==> src/rtl/rr_arb_pkg.sv <==
// -----------------------------------------------------------------------------
// rr_arb_pkg
// Shared definitions for the aged fixed-priority / round-robin server arbiter:
//   - FSM state encodings (ST_IDLE / ST_OFFER / ST_BUSY) and the state enum
//   - encodings of the 'active' output (ACT_NONE / ACT_H / ACT_L)
// -----------------------------------------------------------------------------
package rr_arb_pkg;

  localparam logic [1:0] ST_IDLE  = 2'd0;
  localparam logic [1:0] ST_OFFER = 2'd1;
  localparam logic [1:0] ST_BUSY  = 2'd2;

  typedef enum logic [1:0] {
    S_IDLE  = ST_IDLE,
    S_OFFER = ST_OFFER,
    S_BUSY  = ST_BUSY
  } state_t;

  localparam logic [1:0] ACT_NONE = 2'b00;
  localparam logic [1:0] ACT_H    = 2'b01;
  localparam logic [1:0] ACT_L    = 2'b10;

endpackage : rr_arb_pkg

==> src/rtl/rr_pick.sv <==
// -----------------------------------------------------------------------------
// rr_pick
// Combinational round-robin picker: returns the first requesting channel at or
// above the pointer, wrapping modulo N.
// Ports:
//   i_req  [N-1:0]     request vector
//   i_ptr  [CH_W-1:0]  round-robin pointer (always < N)
//   o_any              at least one request present
//   o_idx  [CH_W-1:0]  index of the chosen channel (0 when o_any = 0)
// -----------------------------------------------------------------------------
module rr_pick #(
  parameter int N    = 3,
  parameter int CH_W = 4
) (
  input  logic [N-1:0]    i_req,
  input  logic [CH_W-1:0] i_ptr,
  output logic            o_any,
  output logic [CH_W-1:0] o_idx
);

  // Each channel's distance from the pointer in the wrap-around order; the
  // requesting channel with the smallest distance wins. Constant-index loop
  // keeps this free of variable-width bit selects.
  always_comb begin
    int best_d;
    int d;
    // NOTE: every combinational output gets a default before any conditional
    // assignment, otherwise synthesis infers a latch for the unassigned paths.
    o_any  = 1'b0;
    o_idx  = '0;
    best_d = N;
    d      = 0;
    for (int i = 0; i < N; i++) begin
      d = (i >= int'(i_ptr)) ? (i - int'(i_ptr)) : (i + N - int'(i_ptr));
      if (i_req[i] && (d < best_d)) begin
        best_d = d;
        o_any  = 1'b1;
        o_idx  = CH_W'(i);
      end
    end
  end

endmodule : rr_pick

==> src/rtl/rr_fp_arbiter_aged.sv <==
// -----------------------------------------------------------------------------
// rr_fp_arbiter_aged
// Two-class server arbiter for the queue-server fabric. High class (H) is
// strictly preferred over low class (L) except when the ageing guard is due;
// round-robin within each class. Grants are offered (OFFER) until the owner
// raises go (BUSY), withdraws its ready, or the go-timeout expires.
// Ports:
//   clk, rst                 clock, synchronous active-high reset
//   bool_ready_H/L           per-channel packet pending
//   bool_go_H/L              per-channel transmitting
//   ena_n_H/L                active-low grants (registered)
//   active                   00 none, 01 H, 10 L (registered)
//   channel                  granted index within its class (registered)
//   timeout                  1-cycle pulse when a grant is withdrawn by timeout
//   conflict                 registered: more than one go high last cycle
// -----------------------------------------------------------------------------
module rr_fp_arbiter_aged
  import rr_arb_pkg::*;
#(
  parameter int N_H        = 1,
  parameter int N_L        = 3,
  parameter int CH_W       = 4,
  parameter int AGE_LIMIT  = 8,
  parameter int GO_TIMEOUT = 16
) (
  input  logic            clk,
  input  logic            rst,
  input  logic [N_H-1:0]  bool_ready_H,
  input  logic [N_H-1:0]  bool_go_H,
  input  logic [N_L-1:0]  bool_ready_L,
  input  logic [N_L-1:0]  bool_go_L,
  output logic [N_H-1:0]  ena_n_H,
  output logic [N_L-1:0]  ena_n_L,
  output logic [1:0]      active,
  output logic [CH_W-1:0] channel,
  output logic            timeout,
  output logic            conflict
);

  localparam int AGE_W  = (AGE_LIMIT  > 0) ? $clog2(AGE_LIMIT + 1)  : 1;
  localparam int TCNT_W = (GO_TIMEOUT > 0) ? $clog2(GO_TIMEOUT + 1) : 1;
  localparam int N_ALL  = N_H + N_L;

  state_t            r_state,    w_state_nxt;
  logic [CH_W-1:0]   r_ptr_h,    w_ptr_h_nxt;
  logic [CH_W-1:0]   r_ptr_l,    w_ptr_l_nxt;
  logic [CH_W-1:0]   r_chan,     w_chan_nxt;
  logic [1:0]        r_active,   w_active_nxt;
  logic [N_H-1:0]    r_ena_n_h,  w_ena_n_h_nxt;
  logic [N_L-1:0]    r_ena_n_l,  w_ena_n_l_nxt;
  logic [AGE_W-1:0]  r_age,      w_age_nxt;
  logic [TCNT_W-1:0] r_tcnt,     w_tcnt_nxt;
  logic              r_timeout,  w_timeout_nxt;
  logic              r_conflict;

  logic            w_any_h, w_any_l, w_pick_l, w_age_due, w_tmo_hit;
  logic [CH_W-1:0] w_idx_h, w_idx_l, w_ptr_h_adv, w_ptr_l_adv;
  logic [AGE_W-1:0] w_age_inc;
  logic            w_sel_go, w_sel_rdy, w_multi_go;
  logic [N_ALL-1:0] w_go_all;

  rr_pick #(.N(N_H), .CH_W(CH_W)) u_pick_h (
    .i_req(bool_ready_H), .i_ptr(r_ptr_h), .o_any(w_any_h), .o_idx(w_idx_h)
  );

  rr_pick #(.N(N_L), .CH_W(CH_W)) u_pick_l (
    .i_req(bool_ready_L), .i_ptr(r_ptr_l), .o_any(w_any_l), .o_idx(w_idx_l)
  );

  // Class choice: the guard forces L only once H has won AGE_LIMIT decisions
  // while L was waiting.
  assign w_age_due = (AGE_LIMIT != 0) && (r_age == AGE_W'(AGE_LIMIT));
  assign w_pick_l  = w_any_l && (w_age_due || !w_any_h);
  assign w_age_inc = w_age_due ? r_age : r_age + AGE_W'(1);
  assign w_tmo_hit = (GO_TIMEOUT != 0) && (r_tcnt == TCNT_W'(GO_TIMEOUT - 1));

  // Pointer advance past the current owner; explicit compare handles
  // non-power-of-two class sizes.
  assign w_ptr_h_adv = (r_chan == CH_W'(N_H - 1)) ? '0 : r_chan + CH_W'(1);
  assign w_ptr_l_adv = (r_chan == CH_W'(N_L - 1)) ? '0 : r_chan + CH_W'(1);

  // go/ready of the channel currently holding the grant.
  always_comb begin
    w_sel_go  = 1'b0;
    w_sel_rdy = 1'b0;
    for (int i = 0; i < N_H; i++) begin
      if (r_active == ACT_H && r_chan == CH_W'(i)) begin
        w_sel_go  = bool_go_H[i];
        w_sel_rdy = bool_ready_H[i];
      end
    end
    for (int i = 0; i < N_L; i++) begin
      if (r_active == ACT_L && r_chan == CH_W'(i)) begin
        w_sel_go  = bool_go_L[i];
        w_sel_rdy = bool_ready_L[i];
      end
    end
  end

  // More than one bit set: clearing the lowest set bit leaves something.
  assign w_go_all   = {bool_go_H, bool_go_L};
  assign w_multi_go = |(w_go_all & (w_go_all - N_ALL'(1)));

  always_comb begin
    w_state_nxt   = r_state;
    w_ptr_h_nxt   = r_ptr_h;
    w_ptr_l_nxt   = r_ptr_l;
    w_chan_nxt    = r_chan;
    w_active_nxt  = r_active;
    w_ena_n_h_nxt = r_ena_n_h;
    w_ena_n_l_nxt = r_ena_n_l;
    w_age_nxt     = r_age;
    w_tcnt_nxt    = r_tcnt;
    w_timeout_nxt = 1'b0;

    case (r_state)
      S_IDLE: begin
        if (w_any_h || w_any_l) begin
          w_state_nxt = S_OFFER;
          w_tcnt_nxt  = '0;
          if (w_pick_l) begin
            w_active_nxt = ACT_L;
            w_chan_nxt   = w_idx_l;
            for (int i = 0; i < N_L; i++) w_ena_n_l_nxt[i] = (w_idx_l != CH_W'(i));
            w_age_nxt    = '0;
          end else begin
            w_active_nxt = ACT_H;
            w_chan_nxt   = w_idx_h;
            for (int i = 0; i < N_H; i++) w_ena_n_h_nxt[i] = (w_idx_h != CH_W'(i));
            w_age_nxt    = w_any_l ? w_age_inc : '0;
          end
        end
      end

      S_OFFER: begin
        if (w_sel_go) begin
          w_state_nxt = S_BUSY;
        end else if (!w_sel_rdy || w_tmo_hit) begin
          w_state_nxt   = S_IDLE;
          w_active_nxt  = ACT_NONE;
          w_chan_nxt    = '0;
          w_ena_n_h_nxt = '1;
          w_ena_n_l_nxt = '1;
          // A withdrawn request keeps its turn; a timed-out one loses it.
          if (w_sel_rdy) begin
            w_timeout_nxt = 1'b1;
            if (r_active == ACT_H) w_ptr_h_nxt = w_ptr_h_adv;
            else                   w_ptr_l_nxt = w_ptr_l_adv;
          end
        end else begin
          w_tcnt_nxt = r_tcnt + TCNT_W'(1);
        end
      end

      S_BUSY: begin
        if (!w_sel_go) begin
          w_state_nxt   = S_IDLE;
          w_active_nxt  = ACT_NONE;
          w_chan_nxt    = '0;
          w_ena_n_h_nxt = '1;
          w_ena_n_l_nxt = '1;
          if (r_active == ACT_H) w_ptr_h_nxt = w_ptr_h_adv;
          else                   w_ptr_l_nxt = w_ptr_l_adv;
        end
      end

      default: begin
        w_state_nxt   = S_IDLE;
        w_active_nxt  = ACT_NONE;
        w_chan_nxt    = '0;
        w_ena_n_h_nxt = '1;
        w_ena_n_l_nxt = '1;
      end
    endcase
  end

  // NOTE: state registers use non-blocking assignments so every flop samples
  // the pre-edge values, independent of the order of statements.
  always_ff @(posedge clk) begin
    if (rst) begin
      r_state    <= S_IDLE;
      r_ptr_h    <= '0;
      r_ptr_l    <= '0;
      r_chan     <= '0;
      r_active   <= ACT_NONE;
      r_ena_n_h  <= '1;
      r_ena_n_l  <= '1;
      r_age      <= '0;
      r_tcnt     <= '0;
      r_timeout  <= 1'b0;
      r_conflict <= 1'b0;
    end else begin
      r_state    <= w_state_nxt;
      r_ptr_h    <= w_ptr_h_nxt;
      r_ptr_l    <= w_ptr_l_nxt;
      r_chan     <= w_chan_nxt;
      r_active   <= w_active_nxt;
      r_ena_n_h  <= w_ena_n_h_nxt;
      r_ena_n_l  <= w_ena_n_l_nxt;
      r_age      <= w_age_nxt;
      r_tcnt     <= w_tcnt_nxt;
      r_timeout  <= w_timeout_nxt;
      r_conflict <= w_multi_go;
    end
  end

  assign ena_n_H  = r_ena_n_h;
  assign ena_n_L  = r_ena_n_l;
  assign active   = r_active;
  assign channel  = r_chan;
  assign timeout  = r_timeout;
  assign conflict = r_conflict;

endmodule : rr_fp_arbiter_aged

==> config.mk <==
export PLATFORM = sky130hd
export DESIGN_NAME = rr_fp_arbiter_aged
export DESIGN_NICKNAME = d
export VERILOG_FILES = /design/src/rtl/rr_arb_pkg.sv /design/src/rtl/rr_pick.sv /design/src/rtl/rr_fp_arbiter_aged.sv
export SDC_FILE = /design/constraint.sdc
export NUM_CORES = 1
export LEC_CHECK = 0
export CAP_MARGIN = 20
export CORE_MARGIN = 2
export CORE_UTILIZATION = 45
export DETAILED_ROUTE_END_ITERATION = 10
export GPL_TIMING_DRIVEN = 0
export PLACE_DENSITY = 0.73
export SLEW_MARGIN = 15
export SYNTH_ARGS = -nofsm -noshare
export SYNTH_HDL_FRONTEND = slang
export SYNTH_HIERARCHICAL = 1
export SYNTH_SLANG_ARGS = --single-unit
==> constraint.sdc <==
create_clock -name clk -period 6.15 [get_ports clk]
set_input_delay 0.615 -clock clk [delete_from_list [all_inputs] [get_ports clk]]
set_output_delay 0.615 -clock clk [all_outputs]
set_load 0.005 [all_outputs]
Yosys cells after proc, flatten, opt, wreduce, memory -nomap -nowiden:

Index checks and enable logic that the tools add are counted.

* register bits: 31
* output and inout bits: 12
* bits of input ports: 10

* add/sub/neg operators: 12
* mux-type cells: 69
* bitwise operators: 3
* reductions and logical operators: 28
* magnitude comparators: 8
* eq/ne operators: 20

Operators with widths (count)
* 32-bit 2-to-1 mux: 6
* 4-bit 2-to-1 mux: 20
* 32-bit < comparator: 2
* 32-bit by 2-bit < comparator with 1-bit output (second input constant): 1
* 32-bit by 3-bit < comparator with 1-bit output (second input constant): 1
* 1-bit by 4-bit subtractor with 5-bit output (first input constant): 4
* 1-bit 2-to-1 mux: 19
* 2-bit 2-to-1 mux: 8
* 2-bit != test (second input constant): 8
* 4-bit case mux with 2 select lines: 2
* 3-bit 2-to-1 mux: 5
* 5-bit 2-to-1 mux: 3
* 5-bit AND reduction: 3
* 1-bit by 4-bit >= comparator with 1-bit output (first input constant): 3
* 2-bit case mux with 3 select lines: 2
* 4-bit case mux with 3 select lines: 1
* 5-bit case mux with 2 select lines: 1
* 2-bit by 4-bit subtractor with 5-bit output (first input constant): 2
* 3-bit by 4-bit subtractor with 5-bit output (first input constant): 2
* 1-bit logical AND: 9
* 3-bit case mux with 3 select lines: 1
* 4-bit by 1-bit adder with 4-bit output (second input constant): 2
* 4-bit AND reduction: 2
* 4-bit OR reduction: 2
* other kinds (22): 31

Longest topological paths before layout:

* depth in word-level cells: 15
* depth in mapped cells: 27

Hierarchy:

The synthesis kept the hierarchy.

Modules (own cells, without submodules)
* rr_fp_arbiter_aged: area an instance 2059.5 µm², times used 1, cells each 224
* rr_pick at u_pick_l: area an instance 879.6 µm², times used 1, cells each 122
* rr_pick at u_pick_h: area an instance 132.6 µm², times used 1, cells each 17

Least setup slack after synthesis:

OpenSTA, ideal clock, no wires.

* kind: register to register
* start point: register r_ptr_l[2]
* end point: register r_tcnt[3]
* buffers on the path: 1
* setup time: 0.117 ns
* arrival: 5.092 ns
* stages on the path, launching flop included: 27
* setup slack: 0.942 ns
* path through: dfxtp_1 inv_1 ha_1 ha_1 ha_1 a21oi_2 nand2_1 o31a_1 or2_2 ha_1 inv_1 o211ai_1 a21oi_1 nand2_4 mux2i_1 ha_1 nor3b_1 a21oi_1 nor2b_1 nor2_1 nand4b_1 or2_2 or2_2 buf_2 and4_1 nor2b_1 a22o_1

* word-level cells in the longest chain between the ends: 14
* elaborated cells between the ends (all ways): 26

RTL lines
* from (decl): RTL line rr_fp_arbiter_aged.sv:46 `logic [CH_W-1:0] r_ptr_l, w_ptr_l_nxt;`
* from (signal assigned): RTL line rr_fp_arbiter_aged.sv:195 `r_ptr_l <= w_ptr_l_nxt;`
* 2-bit by 4-bit subtractor with 5-bit output (tied with other cells): RTL line rr_pick.sv:34 `d = (i >= int'(i_ptr)) ? (i - int'(i_ptr)) : (i + N - int'(i_ptr));`
* 32-bit 2-to-1 mux: RTL line rr_pick.sv:34
* 32-bit by 3-bit < comparator with 1-bit output: RTL line rr_pick.sv:35 `if (i_req[i] && (d < best_d)) begin`
* 1-bit logical AND: RTL line rr_pick.sv:35
* 32-bit 2-to-1 mux: RTL line rr_pick.sv:35
* 32-bit < comparator: RTL line rr_pick.sv:35
* 1-bit logical AND: RTL line rr_pick.sv:35
* 32-bit 2-to-1 mux: RTL line rr_pick.sv:35
* 32-bit < comparator: RTL line rr_pick.sv:35
* 1-bit logical AND: RTL line rr_pick.sv:35
* 1-bit 2-to-1 mux (*): RTL line rr_pick.sv:35
* named net w_any_l: RTL line rr_fp_arbiter_aged.sv:56 `logic w_any_h, w_any_l, w_pick_l, w_age_due, w_tmo_hit;`
* 1-bit logical OR (*): RTL line rr_fp_arbiter_aged.sv:118 `if (w_any_h || w_any_l) begin`
* 2-bit != test (no line) (*)
* 4-bit AND reduction (no line) (*)
* to (signal assigned): RTL line rr_fp_arbiter_aged.sv:201 `r_tcnt <= w_tcnt_nxt;`
* to (decl): RTL line rr_fp_arbiter_aged.sv:52 `logic [TCNT_W-1:0] r_tcnt, w_tcnt_nxt;`

The timed path passes the listed nets; every way through them passes the cells marked *.
A chain may end at the register's enable or synchronous reset.

Final worst setup path:

Same ends and word-level chain as after synthesis.

==> impl_summary.md <==
STA
The number of hold-slack violations in the final timing report is 0. The number of max-slew violations in the final report came to 0. Derived from the worst setup path, the maximum achievable clock frequency is 0.174 GHz.

The post-route minimum period is 5750 ps. At the pin with the least slew margin, the transition time is 616 ps. The final number of setup-violating endpoints is 0. Setup repair after global routing left no endpoint under its margin.

For the final routed database, the setup TNS stands at 0 ps. The remaining max-slew budget at the tightest pin is 0.585. The worst slack on hold paths is 471 ps. For the final database, setup skew stands at 4.28 ps. The period utilization is 0.935.

Clock tree
The clock tree from TritonCTS is yes. The H-tree was split into 2 levels. Clock tree synthesis inserted a total of 5 buffers. The total number of clock tree sinks is 31. The hold buffer count at CTS is 0. The clock transition at the register clock pins on the worst setup and hold paths after CTS is 70 ps. The clock latency on the worst-skew pair is 290 ps.

The library cell used as clock root buffer is sky130_fd_sc_hd__clkbuf_8. Counting along the longest clock path gives a buffer depth of 2.

Yosys
By area the synthesized netlist is led by sky130_fd_sc_hd__dfxtp_1 20%, sky130_fd_sc_hd__ha_1 14%, sky130_fd_sc_hd__mux2i_1 4.2%. Of the total synthesized cell area, the portion taken by XOR and XNOR cells is 0.0171. The cell area after technology mapping is 3070 um^2.

The library cell with the largest summed area after synthesis is sky130_fd_sc_hd__dfxtp_1. Of the synthesized area, sequential elements account for 0.202. The share of Yosys cell area claimed by the top area cell type is 0.202. After technology mapping, the gate count stands at 363. Of the total synthesized cell area, the portion taken by full adders, half adders and majority gates is 0.142. The area fraction in compound gates after synthesis was 0.264. The mean instance size in the synthesized netlist is 8.46 um^2.

After synthesis, the most frequently instantiated cells are 34 x sky130_fd_sc_hd__ha_1, 31 x sky130_fd_sc_hd__dfxtp_1, 31 x sky130_fd_sc_hd__nand2_1. In the synthesized netlist the dominant register cell turns out to be sky130_fd_sc_hd__dfxtp_1. The largest family of logic cells by synthesized area is compound AO/OA/AOI/OAI gates.

The post-synthesis register bit count is 31. Yosys mapped a number of flops with a built-in enable equal to 0. The number of warning messages in the yosys log is 6. Of the post-synthesis cell area, the part taken by muxes is 0.0851. Counting flops with an async set or reset pin after synthesis yields a share of 0. The count of different cell masters after synthesis is 76. The most common cell in the synthesized netlist is sky130_fd_sc_hd__ha_1. The fraction of the mapped netlist area in simple logic gates is 0.224.

Detailed routing
After detailed routing, the average wire length per cell comes to 15.1 um. The length of the first detailed-routing pass in iterations is 4. The residual DRC count is 0.

The violation count after the first detailed-route iteration is 175. Once detail routing completed, the nets flagged for antenna violations numbered 0. The detailed router placed 2,749 vias in this run. The total wirelength of the detailed-routed design is 7.20 mm. The number of vias per cell is 5.78.

Critical path
Among all stages on the critical path, the largest delay is contributed by sky130_fd_sc_hd__dfxtp_2. The delay of the slowest cell on the worst path is 390 ps. The dominant cell type by count on the critical path is sky130_fd_sc_hd__ha_1. For the worst setup path, the data required time is 6340 ps. STA classifies the critical path startpoint as a flop.

Of all nets on the critical path, the largest fanout is 10. The depth of the worst register-to-register path is 25. The worst setup path is of the flop to flop kind.

The kind of capture point of the worst setup path is a flop. The beginning of the worst register-to-register path is r_ptr_l[2]$_SDFFE_PP0P_. The setup check on the worst reg-to-reg path leaves a slack of 400 ps. The data arrival time at the worst-slack endpoint is 5930 ps.

The critical register-to-register path endpoint is r_tcnt[3]$_SDFFE_PP0P_.

Worst hold path
The number of cells on the worst hold path is 2. The path with the worst hold slack has its endpoint at r_ptr_h[1]$_SDFFE_PP0P_. The worst hold path belongs to the class flop to flop. The startpoint identified for the worst hold timing path is r_ptr_h[1]$_SDFFE_PP0P_.

Floorplan
The overall die area is 7500 um^2. Measured along the y axis, the die boundary spans 86.6 um. Pin placement for this block handled 22 I/O pins. The starting density of the core is 0.460.

In this run the core area contains 30 standard-cell rows. In this run the standard cell core region covers 6680 um^2. The die is 86.6 um wide.

Finish
The area of all placed cells without fillers is 3500 um^2. Counting the fill cells in the layout gives 629. The layout cell share with drive strength beyond 1 is 0.146. The final cell count without fillers is 476. The final layout contains 439 nets. Compared with the post-synthesis result, the final layout area differs by 13.9%. The count of antenna diodes in the layout is 0. Once layout is complete, the utilization of the core stands at 0.524.

Global routing
The met2 layer usage reported by global route is 0.341. The number of antenna violations at the first check in global routing is 0. In the global route stage, met3 resource usage came out at 0.0362. The aggregate global routing overflow is 0. Across every metal layer, demand over resource in global routing totals 0.202. The global routing stage identified its most utilized layer as met2. The pin count of the biggest net entering global routing is 12. The global-route wire length before repair is 12.4 mm. The number of global-route vias before repair came to 2,703.

The met1 global-route usage is 0.271.

Placed design
The count of buffers added on input and output ports is 21. The post-detailed-placement half-perimeter wirelength is 5.69 mm. Summing all placed instances gives a cell area of 3400 um^2. The placer congestion estimate is 0.898. The post-placement cell count is 468.

Run status
The flow ran to the end, and the final reports show no timing, DRC or antenna violations.

Power
In this run the power density over the cells is 478 nW/um^2. The leakage power summed over all cells is 1.40 nW. Across the VDD grid, the largest voltage drop is 0.221 mV.

Flow run
The count of maximum capacitance violations is 0.
## metal layers
metal,up-vias,routed length [um]
met5,-,0
met4,0,58
met3,6,403
met2,54,3360
met1,1297,3370
li1,1392,-
## report_power, final
| group | switching (mW) | internal, mW | total, mW |
|---|---|---|---|
| clock | 0.0818 | 0.0790 | 0.161 |
| sequential | 0.0510 | 0.240 | 0.291 |
| combinational | 0.695 | 0.527 | 1.22 |
## placed cells by master, fill, tap and decap left out, types with 4 or more instances in the layout
cell type / Yosys / layout
sky130_fd_sc_hd__clkbuf_8: 0 / 5
sky130_fd_sc_hd__mux2_2: 5 / 5
sky130_fd_sc_hd__nand4_1: 4 / 4
sky130_fd_sc_hd__ha_1: 34 / 34
sky130_fd_sc_hd__mux2_4: 5 / 5
sky130_fd_sc_hd__xnor2_1: 4 / 4
sky130_fd_sc_hd__clkbuf_1: 3 / 4
sky130_fd_sc_hd__mux2i_1: 13 / 13
sky130_fd_sc_hd__nor2_1: 22 / 22
sky130_fd_sc_hd__nor2b_1: 16 / 16
sky130_fd_sc_hd__a21oi_1: 21 / 19
sky130_fd_sc_hd__clkdlybuf4s50_1: 0 / 21
sky130_fd_sc_hd__o21a_1: 4 / 4
sky130_fd_sc_hd__nor3_1: 8 / 8
sky130_fd_sc_hd__nor3b_1: 6 / 6
sky130_fd_sc_hd__buf_4: 7 / 7
sky130_fd_sc_hd__o211ai_1: 4 / 4
sky130_fd_sc_hd__nand2b_1: 4 / 4
sky130_fd_sc_hd__dfxtp_1: 31 / 29
sky130_fd_sc_hd__a32oi_1: 4 / 4
sky130_fd_sc_hd__nand2_1: 31 / 31
sky130_fd_sc_hd__conb_1: 2 / 6
sky130_fd_sc_hd__o21ai_0: 15 / 13
sky130_fd_sc_hd__a21o_1: 4 / 4
sky130_fd_sc_hd__inv_1: 27 / 27
sky130_fd_sc_hd__nand3_1: 8 / 8
## kinds of logic after synthesis
logic type                 after synthesis
buffers and inverters                   42
DFF                                     31
muxes                                   23
other                                    2
and+or+nand+nor                        125
adders and majority gates               35
AOI/OAI and AO/OA                       99
xor gates and xnor gates                 6
## worst max path at each step
stage / startpoint / endpoint / slack [ps] / cells after the start
after floorplan: r_ptr_l[2]$_SDFFE_PP0P_ / r_tcnt[3]$_SDFFE_PP0P_ / 940 / 26
after CTS: r_ptr_l[2]$_SDFFE_PP0P_ / r_tcnt[1]$_SDFFE_PP0P_ / 80 / 24
after global placement: r_ptr_l[2]$_SDFFE_PP0P_ / r_tcnt[4]$_SDFFE_PP0P_ / 260 / 24
after detailed placement: r_ptr_l[2]$_SDFFE_PP0P_ / r_tcnt[0]$_SDFFE_PP0P_ / 130 / 24
final: r_ptr_l[2]$_SDFFE_PP0P_ / r_tcnt[3]$_SDFFE_PP0P_ / 400 / 25
after global routing: r_ptr_l[2]$_SDFFE_PP0P_ / r_tcnt[3]$_SDFFE_PP0P_ / 20 / 27
## flip-flops by register name, summed over array words and instances, names as in the netlist
| signal | flops |
|---|---|
| ena_n_H | 1 |
| active | 2 |
| channel | 4 |
| r_age | 4 |
| timeout | 1 |
| conflict | 1 |
| r_ptr_l | 4 |
| r_state | 2 |
| r_tcnt | 5 |
| ena_n_L | 3 |
| r_ptr_h | 4 |
## area by class of cell
type                       instances  area, um^2  share of cell area
tap                               80         100              0.0286
multi-input combinational        294        2280               0.653
buffer                            15        93.8              0.0268
inverter                          27         101              0.0290
clock buffer                       6        72.6              0.0207
sequential                        31         623               0.178
clock inverter                     2        12.5             0.00358
timing repair buffer              21         210              0.0601
## per-stage QoR
step / worst slack, ps / power [mW]
2_1_floorplan: 942 / 1.22
3_3_place_gp: 255 / 1.44
3_5_place_dp: 131 / 1.48
4_1_cts: 81.7 / 1.65
5_1_grt: 23.4 / 1.83
6_report: 402 / 1.67
## worst max-delay path, delay by kind of cell (launching register included)
family | cells | cell delay, ps
AO/OA/AOI/OAI | 6 | 1110
adder cells (fa/ha/maj) | 5 | 1530
flip-flops | 1 | 390
AND/OR/NAND/NOR | 10 | 2010
buffers and inverters | 3 | 400
multiplexers | 1 | 220
## timing repair
item	in CTS	in global routing
buffers inserted	0	0
endpoints found under the setup margin	0	17
resized for setup	0	7
Power figures use the tool's default switching activity.
